### config.mk
export PLATFORM = sky130hd
export DESIGN_NAME = alu_arbiter
export DESIGN_NICKNAME = d
export VERILOG_FILES = /design/src/rtl/alu_arbiter.sv
export SDC_FILE = /design/constraint.sdc
export NUM_CORES = 1
export LEC_CHECK = 0
export ABC_AREA = 1
export CORE_AREA = 2 2 240 242
export CTS_CLUSTER_SIZE = 24
export DETAILED_ROUTE_END_ITERATION = 8
export DIE_AREA = 0 0 242 244
export GPL_TIMING_DRIVEN = 1
export PLACE_DENSITY_LB_ADDON = 0.05
export SLEW_MARGIN = 20
export SYNTH_ARGS = -nofsm -noshare
export SYNTH_HDL_FRONTEND = slang
export SYNTH_SLANG_ARGS = --single-unit
### constraint.sdc
create_clock -name clk -period 1.4 [get_ports clk]
set_clock_uncertainty 0.2 [all_clocks]
set_input_delay 0.14 -clock clk [delete_from_list [all_inputs] [get_ports clk]]
set_output_delay 0.14 -clock clk [all_outputs]
set_load 0.01 [all_outputs]
### src/rtl/alu_arbiter.sv
// Round-robin arbiter sharing one combinational ALU between two requesters.
// One operation in flight: IDLE accepts, EXEC captures alu_out, RESP holds the result.
module alu_arbiter #(
  parameter int XLEN = 64,
  parameter int ILEN = 32
) (
  input  logic            clk,
  input  logic            rst_n,
  input  logic            flush,
  input  logic            req0_valid,
  output logic            req0_ready,
  input  logic [ILEN-1:0] req0_instr,
  input  logic [XLEN-1:0] req0_in1,
  input  logic [XLEN-1:0] req0_in2,
  input  logic            req1_valid,
  output logic            req1_ready,
  input  logic [ILEN-1:0] req1_instr,
  input  logic [XLEN-1:0] req1_in1,
  input  logic [XLEN-1:0] req1_in2,
  output logic            rsp0_valid,
  input  logic            rsp0_ready,
  output logic            rsp1_valid,
  input  logic            rsp1_ready,
  output logic [XLEN-1:0] rsp_data,
  output logic [ILEN-1:0] alu_instr,
  output logic [XLEN-1:0] alu_in1,
  output logic [XLEN-1:0] alu_in2,
  input  logic [XLEN-1:0] alu_out,
  output logic            busy
);

  typedef enum logic [1:0] {
    IDLE = 2'd0,
    EXEC = 2'd1,
    RESP = 2'd2
  } state_t;

  state_t          state_q, state_d;
  logic            last_grant_q, last_grant_d;
  logic            owner_q, owner_d;
  logic [ILEN-1:0] instr_q, instr_d;
  logic [XLEN-1:0] in1_q, in1_d;
  logic [XLEN-1:0] in2_q, in2_d;
  logic [XLEN-1:0] rsp_q, rsp_d;
  logic            grant;
  logic            any_valid;

  always_comb begin
    state_d      = state_q;
    last_grant_d = last_grant_q;
    owner_d      = owner_q;
    instr_d      = instr_q;
    in1_d        = in1_q;
    in2_d        = in2_q;
    rsp_d        = rsp_q;
    req0_ready   = 1'b0;
    req1_ready   = 1'b0;
    rsp0_valid   = 1'b0;
    rsp1_valid   = 1'b0;
    any_valid    = req0_valid | req1_valid;
    // On contention the requester that was not served last wins.
    if (req0_valid && req1_valid) grant = ~last_grant_q;
    else                          grant = req1_valid;

    case (state_q)
      IDLE: begin
        // rst_n gating keeps ready low while reset is held.
        if (any_valid && !flush && rst_n) begin
          req0_ready   = ~grant;
          req1_ready   = grant;
          owner_d      = grant;
          last_grant_d = grant;
          instr_d      = grant ? req1_instr : req0_instr;
          in1_d        = grant ? req1_in1 : req0_in1;
          in2_d        = grant ? req1_in2 : req0_in2;
          state_d      = EXEC;
        end
      end
      EXEC: begin
        rsp_d   = alu_out;
        state_d = RESP;
      end
      RESP: begin
        rsp0_valid = ~owner_q;
        rsp1_valid = owner_q;
        if (owner_q ? rsp1_ready : rsp0_ready) state_d = IDLE;
      end
      default: state_d = IDLE;
    endcase

    if (flush) begin
      state_d = IDLE;
      rsp_d   = rsp_q;
    end
  end

  always_ff @(posedge clk or negedge rst_n) begin
    if (!rst_n) begin
      state_q      <= IDLE;
      last_grant_q <= 1'b1;
      owner_q      <= 1'b0;
      instr_q      <= '0;
      in1_q        <= '0;
      in2_q        <= '0;
      rsp_q        <= '0;
    end else begin
      state_q      <= state_d;
      last_grant_q <= last_grant_d;
      owner_q      <= owner_d;
      instr_q      <= instr_d;
      in1_q        <= in1_d;
      in2_q        <= in2_d;
      rsp_q        <= rsp_d;
    end
  end

  assign alu_instr = instr_q;
  assign alu_in1   = in1_q;
  assign alu_in2   = in2_q;
  assign rsp_data  = rsp_q;
  assign busy      = (state_q != IDLE);

endmodule

* Yosys cells after proc, flatten, opt, wreduce, memory -nomap -nowiden
Index checks and enable logic that the tools add are counted.
** Storage, ports and cells
- Register bits :: 228
- Input bits :: 391
- Output and inout port bits :: 229
- Word-level logic and storage cells :: 40
** Cells by class
- Equality and inequality tests :: 4
- Mux-type cells :: 15
- Bitwise operators :: 5
- Reduce and logical (&&, ||, !) cells :: 9
** Operators with widths (number)
- $mux W64 :: 2
- $mux W32 :: 1
- $mux W1 :: 8
- $mux W2 :: 3
- $ne A3 B3 Y1 const B :: 2
- $pmux W2 S3 :: 1
- $reduce_and A2 Y1 :: 3
- $not A1 Y1 :: 4
- $logic_and A1 B1 Y1 :: 3
- $eq A2 B1 Y1 const B :: 1
- $eq A2 B2 Y1 const B :: 1
- $logic_not A2 Y1 :: 1
- $reduce_bool A2 Y1 :: 1
- $logic_not A1 Y1 :: 1
- $or A1 B1 Y1 :: 1

* Longest topological paths before layout
Gate-level depths: netlist of run 1.
- Word-level depth :: 6
- Mapped depth :: 9
- Depth with buffers taken out :: 6

* Worst setup path after synthesis of run 1
Ideal clock, no wire load.
- Path kind :: register to register
- Start :: reg last_grant_q
- End :: reg in1_q[56] (netlist: alu_in1[56])
- Setup time :: 0.116 ns
- Data arrival time :: 1.177 ns
- Data required time :: 1.084 ns
- Setup slack :: -0.093 ns
- Stages on the path, launching flop included :: 8
- Path buffers :: 2
- Period minus slack after synthesis :: 1.493 ns
- Cells stage by stage :: dfstp_2 > nand2_2 > buf_4 > clkbuf_1 > nand3_1 > nand2_1 > nand2_1 > nand2_1
** On the way
- Longest elaborated chain between the ends :: 3
** Ends and longest elaborated chain
- start: declaration :: line 39 : logic last_grant_q, last_grant_d;
- start signal: assignment :: line 108 : last_grant_q <= last_grant_d;
- $not A1 Y1 :: line 62 : if (req0_valid && req1_valid) grant = ~last_grant_q;
- $mux W1 :: line 62
- $mux W64 :: line 74 : in1_d = grant ? req1_in1 : req0_in1;
- end signal: assignment :: line 111 : in1_q <= in1_d;
- end: declaration :: line 42 : logic [XLEN-1:0] in1_q, in1_d;
No other way between the ends.
A chain may end at the register's enable or synchronous reset.

* Worst setup path after layout of run 1
- Start :: reg last_grant_q
- End :: out req1_ready
** On the way
- Longest elaborated chain between the ends :: 4
** Ends and longest elaborated chain
- $not A1 Y1 :: line 62
- $mux W1 :: line 62
- $mux W1 :: line 68 : if (any_valid && !flush && rst_n) begin
- $mux W1 :: line 65 : case (state_q)
- end: declaration :: line 16 : output logic req1_ready,
No other way between the ends.

==> metrics.txt, run 1 <==
outcome=complete, but fails checks; violated checks=hold timing, setup timing; mapped cell area=11,100 sq um; utilization after layout=42.1%; Post-Syn Instances=1,522; worst relative slew slack=51.9%; worst setup margin=-0.509 ns; pwr dens=1170 nW/um^2; Max Cap Viol=0; share of layout cells above drive strength 1=19.8%; DIE HEIGHT=244 microns; Hold Crit Endpoint=last_grant_q; maximum clock insertion buffer count=3; post-DP HPWL=40,100 microns; FP Rows=87; total number of vias=13,600; vias in the first global route=13,900; fin nets=2,855; DRC Markers=0; I/O Buffers=619; 1st-pass router iterations=4; hold buffers post-CTS=221; die area=59,000 sq um; CP Max Fanout=2; Reg clk slew, reported paths=0.06 ns; fmax=524 MHz; Netlist cell types=17; peak supply drop=0.837 mV; worst-skew pair later-pin latency=0.57 ns; Clk Tree Root Cell=clkbuf_16; CP endpoint kind=output port; syn nets=1,913; GR Overflow Total=0; Post-Route M1 WL=25,600 microns; largest net degree at the start of global routing=92; worst r2r src=state_q[0]; Final Setup Violations=466; die width=242 microns; global-route wire length before repair=89,200 microns; WL/cell=19.4 microns; arrival time worst endpoint=1.57 ns; Met3 Routed Length=3830 microns; Synth top area share=51.3%; hold slack=-0.125 ns; period utilization=136%; RSZ-0062 raised after global routing=yes; max-slew violation count=0; register area share after synthesis=51.5%; min Tclk post-route=1.91 ns; Setup TNS=-95.60 ns; reg-to-reg setup timing slack=-0.46 ns; clk sink count=228; hold wc startpoint=rst_n; Worst Tran Pin Value=0.719 ns; DR vias/cell=4.17; top routing layer used=met4; Static Leak=11.9 nW; Worst R2R End=alu_in1[42]; met2 wire length=31,900 microns; # IOs=620; Yosys top cell by area=dfrtp_1; GP Congestion=0.808; Area growth syn-to-layout=114%; drt initial violations=587; initial antenna violation count=7; Critical Path RT=1.06 ns; Mean Syn Cell Area=7.28 sq um; area of the core=56,200 sq um; Detailed Route WL=63,100 microns; synth warn=0; TritonCTS buffer count=31; H-tree depth=1; CTS tree=built; initial core utilization=19.7%; Setup WS pre-CTS=-0.674 ns; final-report hold violation count=2; Area contributors post-synth=dfrtp_1 51%, nand2_1 32%, nand3_1 10%; Hold Path Depth=6; Final ANT Viol Nets=0; GR Util All Layers=19.8%; Yosys reg bits=228; worst hold-check path type=primary input to register; R2R cell count=9; Setup CP Type=register to output port; Setup crit start kind=register
worst max path at each step:
stage,endpoint,startpoint,cells past startpoint,slack (ns)
after detailed placement,req1_ready,req0_valid,6,-0.67
final,req1_ready,last_grant_q,6,-0.51
after global routing,req0_ready,state_q[0],5,-0.59
after global placement,req1_ready,flush,7,-0.69
after CTS,req1_ready,last_grant_q,6,-0.56
after floorplan,alu_in2[28],state_q[1],7,-0.01
worst max-delay path, stage by stage (launching register included):
cell     delay, ns
dfstp_2       0.59
nand2_8       0.07
nand2_8       0.07
inv_6         0.04
nand3_4       0.08
inv_2         0.04
buf_6         0.11
metrics by stage:
step / area, sq um / cells / power, mW
finish: 23700 / 3251 / 27.8
global route: 23700 / 3251 / 29.3
global placement: 18400 / 2848 / 18.0
floorplan: 11200 / 1522 / 12.2
detailed placement: 18400 / 2848 / 18.0
CTS: 22900 / 3205 / 27.9
where the power goes:
group	total (mW)	internal, mW	switching, mW
Sequential	9.16	8.12	1.04
Clock	8.15	4.91	3.25
Combinational	10.5	5.76	4.69
registers in the layout (all words and copies together), names as in the netlist:
| signal | flops |
|---|---|
| alu_in1 | 64 |
| alu_in2 | 64 |
| last_grant_q | 1 |
| rsp_data | 64 |
| alu_instr | 32 |
| state_q | 2 |
| owner_q | 1 |
layout by cell type, fill, tap and decap left out:
cell / instances
clkbuf_16: 46
buf_2: 68
buf_16: 27
dfstp_2: 1
nand2_1: 928
dfrtp_2: 1
clkinv_2: 5
buf_4: 67
nand3_1: 224
buf_8: 11
nand2_2: 9
inv_6: 2
nand3_2: 1
nand2_8: 5
nor2_2: 3
buf_6: 183
o21ai_0: 1
nand3_4: 1
nor2_4: 4
buf_12: 31
diode_2: 7
clkbuf_8: 13
clkbuf_1: 4
dfrtp_1: 226
clkinvlp_4: 2
inv_1: 2
bufbuf_16: 4
bufinv_16: 1
clkdlybuf4s50_1: 388
nand2_4: 1
dlygate4sd3_1: 221
inv_2: 6
nor2_1: 2
logic make-up after synthesis:
group / count (synthesis) / share of synthesized area [%]
DFF: 228 / 51.5
and+or+nand+nor: 1177 / 42.7
AOI/OAI and AO/OA: 1 / 0.0451
buffers and inverters: 116 / 5.75
area by class of cell:
type | instances | area [sq um]
Inverter | 9 | 38.8
Clock buffer | 48 | 970
Tap cell | 756 | 946
Fill cell | 5837 | 32500
Clock inverter | 9 | 78.8
Sequential cell | 228 | 5710
Antenna cell | 7 | 17.5
Timing Repair Buffer | 1015 | 11000
Multi-Input combinational cell | 1179 | 4880
repair_timing:
item	4_1_cts	5_1_grt
pin swaps	5	13
endpoints found under the hold margin	411	2
resized for setup	1245	52
endpoints found under the setup margin	457	466
buffers inserted	56	18
gates cloned	24	23
synth_stat cells (all sizes together):
master	number
dfrtp	227
nor2	9
buf	82
o21ai	1
clkbuf	25
nand3	226
inv	9
dfstp	1
nand2	942
per-layer routing:
metal | GRT usage (%) | vias to the layer above
met5 | 0 | -
met4 | 5.70 | 0
met3 | 5.15 | 80
met2 | 35.8 | 378
met1 | 23.1 | 6452
li1 | - | 6651
No activity file was read; power rests on OpenSTA's default activity.
==> run 2: changes to the inputs <==
--- a/config.mk
+++ b/config.mk
@@ -5,7 +5,6 @@
 export SDC_FILE = /design/constraint.sdc
 export NUM_CORES = 1
 export LEC_CHECK = 0
-export ABC_AREA = 1
 export CORE_AREA = 2 2 240 242
 export CTS_CLUSTER_SIZE = 24
 export DETAILED_ROUTE_END_ITERATION = 8
==> metrics.txt, run 2 <==
worst-skew pair later-pin latency=0.58 ns; die width=242 microns; largest net degree at the start of global routing=117; Netlist cell types=26; Max Cap Viol=0; final-report hold violation count=0; number of synthesized flops with an enable pin=0; Design Power=32.3 mW; violated checks=setup timing; busiest grt layer=met2; GR Overflow Total=0; DR vias/cell=4.48; sequential cell area=5710 sq um; share of layout cells above drive strength 1=51.8%; clk sink count=228; # IOs=620; GR Util All Layers=18.3%; worst setup margin=-0.661 ns; area occupied by multi-input gates=6230 sq um; peak supply drop=0.942 mV; Clk Tree Root Cell=clkbuf_16; Area contributors post-synth=dfrtp_1 58%, a2bb2oi_1 14%, o32ai_1 14%; syn nets=1,119; pwr dens=1250 nW/um^2; area of the core=56,200 sq um; WL/cell=24.4 microns; Static Leak=10.3 nW; outcome=complete, but fails checks; H-tree depth=1; mapped cell area=9820 sq um; met2 Usage GRT=31.6%; Detailed Route WL=62,500 microns; Mean Syn Cell Area=13.5 sq um; I/O Buffers=619; number of fill cells=5,181; Area growth syn-to-layout=162%; period utilization=147%; fmax=485 MHz; Yosys reg bits=228; min Tclk post-route=2.06 ns; vias in the first global route=11,900; Setup CP Type=register to output port; initial core utilization=17.5%; most common cell in the netlist=dfrtp_1; asr flop ratio synth=100%; synth warn=0; CP endpoint kind=output port; fin nets=2,168; die area=59,000 sq um; Final Setup Violations=456; DIE HEIGHT=244 microns; max-slew violation count=0; RSZ-0062 raised after global routing=yes; DRC Markers=0; FP Rows=87; register area share after synthesis=58.1%; worst hold-check path type=primary input to register; arrival time worst endpoint=1.72 ns; post-DP HPWL=37,000 microns; Synth top area share=57.9%; worst relative slew slack=49.6%; Final ANT Viol Nets=0; Reg clk slew, reported paths=0.06 ns; CP Max Fanout=4; GR Util met3=5.85%; total number of vias=11,500; initial antenna violation count=9; Setup WS pre-CTS=-1.00 ns; most common cell after layout, fill and taps aside=clkdlybuf4s50_1; maximum clock insertion buffer count=3; Primary FF master, synth=dfrtp_1; 1st-pass router iterations=4; Setup crit start kind=register; GRT met1 Usage=21.4%; Critical Path RT=1.06 ns; CTS tree=built; Commonest cells post-synth=227 x dfrtp_1, 160 x a2bb2oi_1, 160 x o32ai_1; drt initial violations=298; TritonCTS buffer count=31; global-route wire length before repair=81,300 microns; Post-Syn Instances=728; GP Congestion=0.784; most frequent cells in the layout=389 x clkdlybuf4s50_1, 227 x buf_4, 226 x dfrtp_1, 192 x buf_6, 156 x dlygate4sd3_1; Worst Tran Pin Value=0.756 ns; Yosys top cell by area=dfrtp_1
run 2: cell types whose count changed in the layout (fill, tap and decap cells not counted), sizes merged, moves of 64 or more:
cell,previous run,this run
o32ai,0,160
nand2,943,1
mux2,0,64
buf,387,516
a2bb2oi,0,160
nand3,226,1
dlygate4sd3,221,156
run 2: cell families after synthesis:
| group | share of synthesized area [%] |
|---|---|
| AO/OA/AOI/OAI | 28.9 |
| flip-flops | 58.1 |
| multiplexers | 7.44 |
| AND/OR/NAND/NOR | 0.663 |
| buffers and inverters | 4.83 |
run 2: per-layer routing:
layer | vias to the layer above | routed length, microns | share of wire, %
met1 | 5807 | 24600 | 39
met4 | 8 | 2250 | 3.6
met2 | 400 | 31500 | 50
met3 | 106 | 4130 | 6.6
met5 | - | 56 | 0.090
li1 | 5149 | - | -
run 2: cell type report:
class / instances / area share [%]
Antenna cell: 5 / 0.0487
Timing Repair inverter: 2 / 0.234
Clock buffer: 44 / 3.56
Timing Repair Buffer: 1108 / 45.2
Inverter: 5 / 0.195
Clock inverter: 12 / 0.676
Sequential cell: 228 / 22.2
Multi-Input combinational cell: 401 / 24.2
Tap cell: 756 / 3.68
run 2: worst paths after layout:
path	startpoint	slack [ns]	to	cells after the start
worst max-delay path	state_q[1]	-0.66	req0_ready	5
worst min-delay path	req1_in1[50]	0.03	alu_in1[50]	3
worst max register to register	state_q[1]	-0.60	rsp_data[30]	8
worst min register to register	rsp_data[19]	0.31	rsp_data[19]	1
max in group asynchronous	rst_n	0.28	alu_in1[0]	4
min in group asynchronous	rst_n	0.07	state_q[0]	4
run 2: worst max-delay path: stages, from the launching register on:
cell     delay (ns)
dfrtp_1        0.39
nor4b_2        0.24
buf_4          0.18
o21ai_4        0.07
a21oi_2        0.12
buf_4          0.14
run 2: where the power goes:
part | internal, mW | leakage, nW | switching [mW] | total, mW
clock network | 5.24 | 0.525 | 3.22 | 8.46
logic | 8.92 | 7.24 | 5.46 | 14.4
registers | 8.23 | 2.54 | 1.18 | 9.41
total | 22.4 | 10.3 | 9.87 | 32.3
run 2: repair_timing:
action	4_1_cts	5_1_grt
endpoints found under the setup margin	456	456
buffers inserted	84	116
cloned	13	30
hold buffers	154	2
pin swaps	26	36
hold endpoints to repair	383	2
gates resized for setup	1165	429
run 2: through the flow:
stage | cells | utilization (%) | hold WS [ns] | TNS (ns) | area [sq um]
floorplan | 728 | - | -0.356 | -54.56 | 10000
global placement | 2118 | 31.6 | 0.210 | -149.14 | 17700
detailed placement | 2118 | 31.6 | 0.208 | -148.60 | 17700
CTS | 2421 | 39.5 | 0.000552 | -139.30 | 22200
global route | 2561 | 45.8 | 0.00594 | -145.10 | 25700
finish | 2561 | 45.8 | 0.0280 | -118.64 | 25700
==> run 3: changes to the inputs <==
==> constraint.sdc (replaced) <==
create_clock -name clk -period 2.32 [get_ports clk]
set_clock_uncertainty 0.2 [all_clocks]
set_input_delay 0.232 -clock clk [delete_from_list [all_inputs] [get_ports clk]]
set_output_delay 0.232 -clock clk [all_outputs]
set_load 0.01 [all_outputs]
==> metrics.txt, run 3 (same netlist as run 2, synthesis figures left out) <==
outcome=finished, final reports clean; vias in the first global route=10,300; hold wc startpoint=alu_out[15]; WL/cell=23.5 microns; Slowest cell on crit path=dfrtp_2; die width=242 microns; I/O Buffers=619; CP delay by family, top=flip-flops; Hold Crit Endpoint=rsp_data[15]; Final ANT Viol Nets=0; worst-path cell chain=nor4b_2 -> buf_4 -> buf_4 -> o21ai_2 -> a21oi_2 -> buf_2; Setup WS pre-CTS=-0.147 ns; area of the core=56,200 sq um; share of layout cells above drive strength 1=13.9%; R2R cell count=8; post-DP HPWL=36,700 microns; worst-skew pair later-pin latency=0.53 ns; Setup TNS=0 ns; Worst Tran Pin Value=0.876 ns; 1st-pass router iterations=4; Reg clk slew, reported paths=0.05 ns; worst r2r src=state_q[1]; Setup CP Type=register to output port; min Tclk post-route=2.24 ns; drt initial violations=345; RSZ-0062 raised after global routing=no; Max Cap Viol=0; GP Congestion=0.793; Static Leak=7.00 nW; arrival time worst endpoint=1.81 ns; max-slew violation count=0; die area=59,000 sq um; most frequent cells in the layout=613 x clkdlybuf4s50_1, 226 x dfrtp_1, 160 x o32ai_1, 160 x a2bb2oi_1, 59 x mux2_2; initial core utilization=17.5%; max incr delay on CP=0.44 ns; CP startpoint=state_q[1]; Crit path top cell by count=buf_4; Worst R2R End=alu_in1[13]; Final Setup Violations=0; Critical Path RT=1.89 ns; Hold Path Depth=2; GR Overflow Total=0; Clk Tree Root Cell=clkbuf_16; # IOs=620; total number of vias=9,314; fmax=447 MHz; FP Rows=87; worst setup margin=0.0826 ns; CP Max Fanout=6; H-tree depth=2; largest net degree at the start of global routing=128; most common cell after layout, fill and taps aside=clkdlybuf4s50_1; CP endpoint kind=output port; Area growth syn-to-layout=88.0%; period utilization=96.4%; global-route wire length before repair=73,100 microns; peak supply drop=0.579 mV; Detailed Route WL=50,300 microns; reg-to-reg setup timing slack=0.21 ns; pwr dens=884 nW/um^2; worst relative slew slack=41.6%; DRC Markers=0; Setup crit start kind=register; final-report hold violation count=0; maximum clock insertion buffer count=3; GR Util All Layers=16.6%; CTS tree=built; WP buf/inv=3; number of fill cells=5,688; DIE HEIGHT=244 microns; DR vias/cell=4.35; clk sink count=228; TritonCTS buffer count=34; fin nets=1,754; initial antenna violation count=7; worst hold-check path type=primary input to register
## run 3: timing repair
item,CTS,global route
pin swaps,1,0
endpoints found under the hold margin,179,0
gates resized for setup,10,1
hold buffers,1,0
buffers inserted,1,0
setup endpoints to repair,5,1
## run 3: worst max-delay path by stage
stage	slack, ns	endpoint	depth (start not counted)
floorplan	0.56	alu_in1[0]	6
global placement	-0.17	alu_instr[6]	6
detailed placement	-0.15	alu_instr[6]	6
CTS	0.003	req0_ready	6
global route	0.0003	req0_ready	6
finish	0.08	req0_ready	6
## run 3: cell type report
type | count | area [sq um] | share of cell area, %
Clock buffer | 50 | 1010 | 5.50
Multi-Input combinational cell | 401 | 3670 | 19.9
Tap cell | 756 | 946 | 5.13
Inverter | 5 | 26.3 | 0.142
Clock inverter | 6 | 83.8 | 0.454
Sequential cell | 228 | 5710 | 30.9
Antenna cell | 4 | 10.0 | 0.0542
Timing Repair Buffer | 693 | 7000 | 37.9
## run 3: report_power, final
group          total [mW]  switching [mW]  internal (mW)  leakage, nW
Sequential           5.50           0.533           4.96         2.54
Combinational        5.60            2.26           3.34         3.92
Clock                5.21            1.98           3.23        0.539
Total                16.3            4.77           11.5         7.00
## run 3: per-layer routing
metal,global-route usage (%),wire length (microns),vias up,share of wire (%)
li1,-,-,4307,-
met1,18.9,19600,4538,39
met2,27.8,24400,399,49
met3,7.14,4790,66,9.5
met4,5.46,1380,4,2.7
met5,0,25,-,0.050
## run 3: through the flow
step	std cells	util [%]	hold slack, ns	area [sq um]	total power, mW
after floorplan	728	-	-0.264	9820	7.49
after global placement	2081	30.9	0.241	17300	11.3
after detailed placement	2081	30.9	0.237	17300	11.2
after CTS	2139	32.8	0.0545	18400	16.7
after global routing	2143	32.9	0.0844	18500	17.2
final	2143	32.9	0.101	18500	16.3
